File: config.mk
export PLATFORM = sky130hd
export DESIGN_NAME = seq_stage_ctrl
export DESIGN_NICKNAME = d
export VERILOG_FILES = /design/src/rtl/y86_pkg.sv /design/src/rtl/y86_next_pc.sv /design/src/rtl/seq_stage_ctrl.sv
export SDC_FILE = /design/constraint.sdc
export NUM_CORES = 1
export LEC_CHECK = 0
export CAP_MARGIN = 20
export CELL_PAD_IN_SITES_DETAIL_PLACEMENT = 1
export CELL_PAD_IN_SITES_GLOBAL_PLACEMENT = 2
export CORE_MARGIN = 5
export CORE_UTILIZATION = 25
export CTS_CLUSTER_SIZE = 28
export DETAILED_ROUTE_END_ITERATION = 8
export HOLD_SLACK_MARGIN = 0.15
export PLACE_DENSITY_LB_ADDON = 0.1
export SLEW_MARGIN = 10
export SYNTH_ARGS = -nofsm -noshare
export SYNTH_HDL_FRONTEND = slang
export SYNTH_SLANG_ARGS = --single-unit
export TNS_END_PERCENT = 1
File: constraint.sdc
create_clock -name clk -period 4.4 [get_ports clk]
set_input_delay 0.66 -clock clk [delete_from_list [all_inputs] [get_ports clk]]
set_output_delay 0.66 -clock clk [all_outputs]
set_load 0.02 [all_outputs]
File: src/rtl/y86_pkg.sv
// Shared Y86 definitions: instruction codes, status codes and the sequencer state encoding.
// Imported by the sequencer and by the stage modules.
package y86_pkg;

  localparam logic [3:0] IcodeHalt   = 4'h0;
  localparam logic [3:0] IcodeNop    = 4'h1;
  localparam logic [3:0] IcodeRrmovq = 4'h2;
  localparam logic [3:0] IcodeIrmovq = 4'h3;
  localparam logic [3:0] IcodeRmmovq = 4'h4;
  localparam logic [3:0] IcodeMrmovq = 4'h5;
  localparam logic [3:0] IcodeOpq    = 4'h6;
  localparam logic [3:0] IcodeJxx    = 4'h7;
  localparam logic [3:0] IcodeCall   = 4'h8;
  localparam logic [3:0] IcodeRet    = 4'h9;
  localparam logic [3:0] IcodePushq  = 4'hA;
  localparam logic [3:0] IcodePopq   = 4'hB;

  localparam logic [2:0] StatAok = 3'd1;
  localparam logic [2:0] StatHlt = 3'd2;
  localparam logic [2:0] StatAdr = 3'd3;
  localparam logic [2:0] StatIns = 3'd4;

  typedef enum logic [2:0] {
    StIdle,
    StFetch,
    StDecode,
    StExecute,
    StMemory,
    StWriteback,
    StPcupd,
    StHalted
  } state_e;

  // Instructions that touch data memory and therefore wait on its handshake.
  function automatic logic is_mem_icode(input logic [3:0] icode);
    return icode inside {IcodeRmmovq, IcodeMrmovq, IcodeCall, IcodeRet, IcodePushq, IcodePopq};
  endfunction

endpackage

File: src/rtl/y86_next_pc.sv
// Combinational next-PC selection for the sequential Y86 core.
module y86_next_pc
  import y86_pkg::*;
(
  input  logic [3:0]  icode,
  input  logic        cnd,
  input  logic [63:0] valP,
  input  logic [63:0] valC,
  input  logic [63:0] valM,
  output logic [63:0] next_pc
);

  always_comb begin
    next_pc = valP;
    case (icode)
      IcodeJxx:  next_pc = cnd ? valC : valP;
      IcodeCall: next_pc = valC;
      IcodeRet:  next_pc = valM;
      default:   next_pc = valP;
    endcase
  end

endmodule

File: src/rtl/seq_stage_ctrl.sv
// Sequencer for a non-pipelined Y86 core: steps one instruction at a time through the stages,
// owns the architectural PC, status and retired-instruction count.
module seq_stage_ctrl
  import y86_pkg::*;
#(
  parameter logic [63:0] RESET_PC = 64'h0
) (
  input  logic        clk,
  input  logic        reset,
  input  logic        start,
  input  logic [3:0]  icode,
  input  logic        instr_valid,
  input  logic        imem_error,
  input  logic        mem_ready,
  input  logic        dmem_error,
  input  logic        cnd,
  input  logic [63:0] valP,
  input  logic [63:0] valC,
  input  logic [63:0] valM,
  output logic        fetch_en,
  output logic        decode_en,
  output logic        execute_en,
  output logic        mem_en,
  output logic        wb_en,
  output logic [63:0] pc,
  output logic [2:0]  stat,
  output logic        halted,
  output logic [31:0] instr_count
);

  state_e      state_q, state_d;
  logic [63:0] pc_q, pc_d;
  logic [2:0]  stat_q, stat_d;
  logic [31:0] count_q, count_d;
  logic [3:0]  icode_q, icode_d;
  logic        cnd_q, cnd_d;
  logic [63:0] valm_q, valm_d;
  logic [63:0] next_pc;

  y86_next_pc u_next_pc (
    .icode   (icode_q),
    .cnd     (cnd_q),
    .valP    (valP),
    .valC    (valC),
    .valM    (valm_q),
    .next_pc (next_pc)
  );

  always_ff @(posedge clk) begin
    if (reset) begin
      state_q <= StIdle;
      pc_q    <= RESET_PC;
      stat_q  <= StatAok;
      count_q <= 32'd0;
      icode_q <= IcodeNop;
      cnd_q   <= 1'b0;
      valm_q  <= 64'd0;
    end else begin
      state_q <= state_d;
      pc_q    <= pc_d;
      stat_q  <= stat_d;
      count_q <= count_d;
      icode_q <= icode_d;
      cnd_q   <= cnd_d;
      valm_q  <= valm_d;
    end
  end

  always_comb begin
    state_d    = state_q;
    pc_d       = pc_q;
    stat_d     = stat_q;
    count_d    = count_q;
    icode_d    = icode_q;
    cnd_d      = cnd_q;
    valm_d     = valm_q;
    fetch_en   = 1'b0;
    decode_en  = 1'b0;
    execute_en = 1'b0;
    mem_en     = 1'b0;
    wb_en      = 1'b0;

    unique case (state_q)
      StIdle: begin
        if (start) state_d = StFetch;
      end
      StFetch: begin
        fetch_en = 1'b1;
        if (imem_error) begin
          stat_d  = StatAdr;
          state_d = StHalted;
        end else if (instr_valid) begin
          if (icode > IcodePopq) begin
            stat_d  = StatIns;
            state_d = StHalted;
          end else if (icode == IcodeHalt) begin
            // halt retires, so it is counted even though PC does not move
            stat_d  = StatHlt;
            count_d = count_q + 32'd1;
            state_d = StHalted;
          end else begin
            icode_d = icode;
            state_d = StDecode;
          end
        end
      end
      StDecode: begin
        decode_en = 1'b1;
        state_d   = StExecute;
      end
      StExecute: begin
        execute_en = 1'b1;
        cnd_d      = cnd;
        state_d    = StMemory;
      end
      StMemory: begin
        if (is_mem_icode(icode_q)) begin
          mem_en = 1'b1;
          if (dmem_error) begin
            stat_d  = StatAdr;
            state_d = StHalted;
          end else if (mem_ready) begin
            valm_d  = valM;
            state_d = StWriteback;
          end
        end else begin
          valm_d  = valM;
          state_d = StWriteback;
        end
      end
      StWriteback: begin
        wb_en   = 1'b1;
        state_d = StPcupd;
      end
      StPcupd: begin
        pc_d    = next_pc;
        count_d = count_q + 32'd1;
        state_d = StFetch;
      end
      StHalted: begin
        state_d = StHalted;
      end
      default: begin
        state_d = StIdle;
      end
    endcase
  end

  assign pc          = pc_q;
  assign stat        = stat_q;
  assign halted      = (state_q == StHalted);
  assign instr_count = count_q;

endmodule
==> qor.yml <==
synth_nets: 1116
drive_gt1_share_pct: 4.45
slew_headroom_pct: 37.0
finalNetCount: 1383
end_kind: "output pin"
reg2reg_depth: 5
synth_seq_cells: 171
numPlacedInstances: 1543
status: "completed"
tns_ns: 0
stdcell_count: 1577
chipWidth_um: 181
avgViaCountPerCell: 4.88
start_util_pct: 25.4
cp.buffers_inverters: 1
wl_mm: 30.3
rsz0062_at_grt: "false"
switchingPower_uw: 1090
synthArstFlopShare_pct: 0
yosysUniqueCellTypes: 46
ctsRootBufferMaster: "clkbuf_16"
vias: 7692
hold_buffers: 0
critPathTopFamily: "simple AND/OR/NAND/NOR gates"
coreArea_um2: 28900
p_comb_share_pct: 16.9
io_pins: 309
first_pass_iters: 4
synth.avg_cell_area_um2: 8.05
cp-start-kind: "flip-flop"
antenna_found_initial: 1
tightest_slew_ns: 0.943
row_count: 62
period_needed_ns: 3.25
cp_data_required_time_ns: 3.74
hold_viol_final: 0
internal_power_uw: 2690
pwr-share-seq_pct: 44.6
grtUsageTotal_pct: 17.8
hp-start: "valm_q[57]"
fp.dieH_um: 181
r2r-start: "state_q[2]"
routed.top_layer: "met4"
wl_met1_mm: 14.1
max_stage_delay_ns: 0.81
slew_violations: 0
fin_skew_ns: 0.0170
grt_pass1_vias: 7873
syn_inst: 911
cts_tree: "built"
setup_viol: 0
crit_arrival_ns: 2.59
cts.htree.levels: 4
numCtsBuffers: 17
wl_per_cell_um: 19.2
ant_nets: 0
r2r-end: "valm_q[21]"
p_per_area_nw_per_um2: 334
cts_buffer_depth: 2
worstPathMaxFanout: 9
gp_congestion: 0.752
ys_seq_area_share_pct: 46.7
crit_chain: "nor3b_1 -> nor2b_1 -> clkdlybuf4s50_1"
holdPathStages: 2
path_class: "flip-flop to output pin"
io_buffer_count: 308
hpwlAfterDp_mm: 20.6
drc_errors: 0
leakagePower_uw: 0.00376
hold_path_class: "flip-flop to flip-flop"
period_share_pct: 73.8
p_sw_share_pct: 28.7
grt_pass1_wl_mm: 46.8
die_area_um2: 32900
grt_overflow_total: 0
cts_resized: 0
netlist_area_um2: 7340
grt_max_degree: 106
area_growth_pct: 54.1
ys_warn_count: 0
synth_edf_count: 0
rrSetupSlack_ns: 1.59
p_clk_share_pct: 38.4
fmax_ghz: 0.308
layout_commonest_cell: "clkdlybuf4s50_1"
critPathSlowestCell: "nor3b_1"
max_cap_viol_count: 0
most-common-layout-cells: "clkdlybuf4s50_1 (307), dfxtp_1 (171), a21oi_1 (152), nand2_1 (146), nor2_1 (91)"
drt-initial-drc-count: 293
route.met3.wl_mm: 1.72
ys.flop_type: "dfxtp_1"
clock_latency_ns: 0.43
path_clk_slew_ns: 0.07
holdPathEnd: "valm_q[57]"
clock-sinks: 171
dr_wl_met2_mm: 14.1
post_cts_buffers: 0
irDropWorstVdd_mv: 0.243
==> cell usage after synthesis (2+ instances only) <==
cell type  instances  share of area, %
inv_1              9              0.46
nand3b_1           2              0.20
nand3_1           11              0.75
and3b_1            2              0.24
a21o_1             2              0.20
or4_1              8              0.82
mux2i_1            6              0.82
or3_1             12               1.0
nand2b_1           2              0.17
nor3_1            71               4.8
dfxtp_1          171                47
a211oi_1           2              0.20
and2_1             3              0.26
o31ai_1            7              0.72
nand2_1          146               7.5
nand4_1           13               1.1
nor2_1            93               4.8
buf_1              4              0.20
and3_1             2              0.17
nor4_1             7              0.60
clkbuf_1          64               3.3
xnor2_1           10               1.2
xor2_1             3              0.36
nor2b_1            5              0.43
o21ai_0           19               1.3
a221o_1           64               8.7
a21oi_1          152                10
nor3b_1            3              0.31
==> kinds of logic (layout without fill, tap and decap cells) <==
family                   after synthesis  after routing  share of synthesized area [%]
AO/OA/AOI/OAI                        253            253                           22.3
adder cells (fa/ha/maj)                1              1                          0.171
AND/OR/NAND/NOR                      387            387                           24.2
other                                  0              2                              0
flip-flops                           171            171                           46.7
multiplexers                           6              6                          0.819
buffers and inverters                 80            360                           4.28
XOR/XNOR                              13             13                           1.55
==> registers in the layout, indices dropped and copies added, names as in the netlist <==
signal,flops
pc,64
icode_q,4
valm_q,64
state_q,3
instr_count,32
stat,3
cnd_q,1
==> through the flow <==
stage                     hold WS, ns  total power, µW  setup WS, ns  utilization [%]  area [µm²]
after floorplan                 0.436             2020          2.10                -        7340
after global placement          0.445             2370          1.12             37.2       10700
after detailed placement        0.449             2370          1.09             37.2       10700
after CTS                       0.458             3860          1.08             39.2       11300
after global routing            0.479             3980         0.993             39.2       11300
final                           0.455             3780          1.15             39.2       11300
==> power by group through the flow <==
stage	Sequential [µW]	Clock, µW	Combinational [µW]
2_1_floorplan	1720	0	297
3_3_place_gp	1720	0	644
3_5_place_dp	1720	0	649
4_1_cts	1690	1520	653
5_1_grt	1700	1580	701
6_report	1690	1450	641
==> worst max-delay path by stage <==
stage | from | end | slack [ns] | cells past startpoint
5_1_grt | state_q[2] | mem_en | 0.99 | 3
6_report | state_q[2] | mem_en | 1.15 | 3
3_3_place_gp | icode[3] | instr_count[29] | 1.12 | 6
2_1_floorplan | icode[3] | instr_count[23] | 2.10 | 5
4_1_cts | state_q[2] | mem_en | 1.08 | 3
3_5_place_dp | icode[3] | instr_count[29] | 1.09 | 6
==> cell type report <==
class,instances,area (µm²)
inverters,10,42.5
well taps,384,480
fillers,3411,17600
multi-input cells,660,3640
clock inverters,12,104
diodes,2,5.00
clock buffers,20,447
flip-flops and latches,171,3420
repair buffers,318,3160
==> worst register-to-register path: stages, from the launching register on <==
cell,delay (ns)
dfxtp_1,0.49
nor3b_1,0.81
o21a_2,0.81
buf_4,0.39
nand2_1,0.10
a21oi_1,0.12
==> metal layers <==
metal / vias to the layer above / GRT usage, %
met2: 208 / 29.0
li1: 3792 / -
met3: 24 / 4.06
met1: 3668 / 23.9
met5: - / 0
met4: 0 / 4.50
No activity file was read; power rests on OpenSTA's default activity.
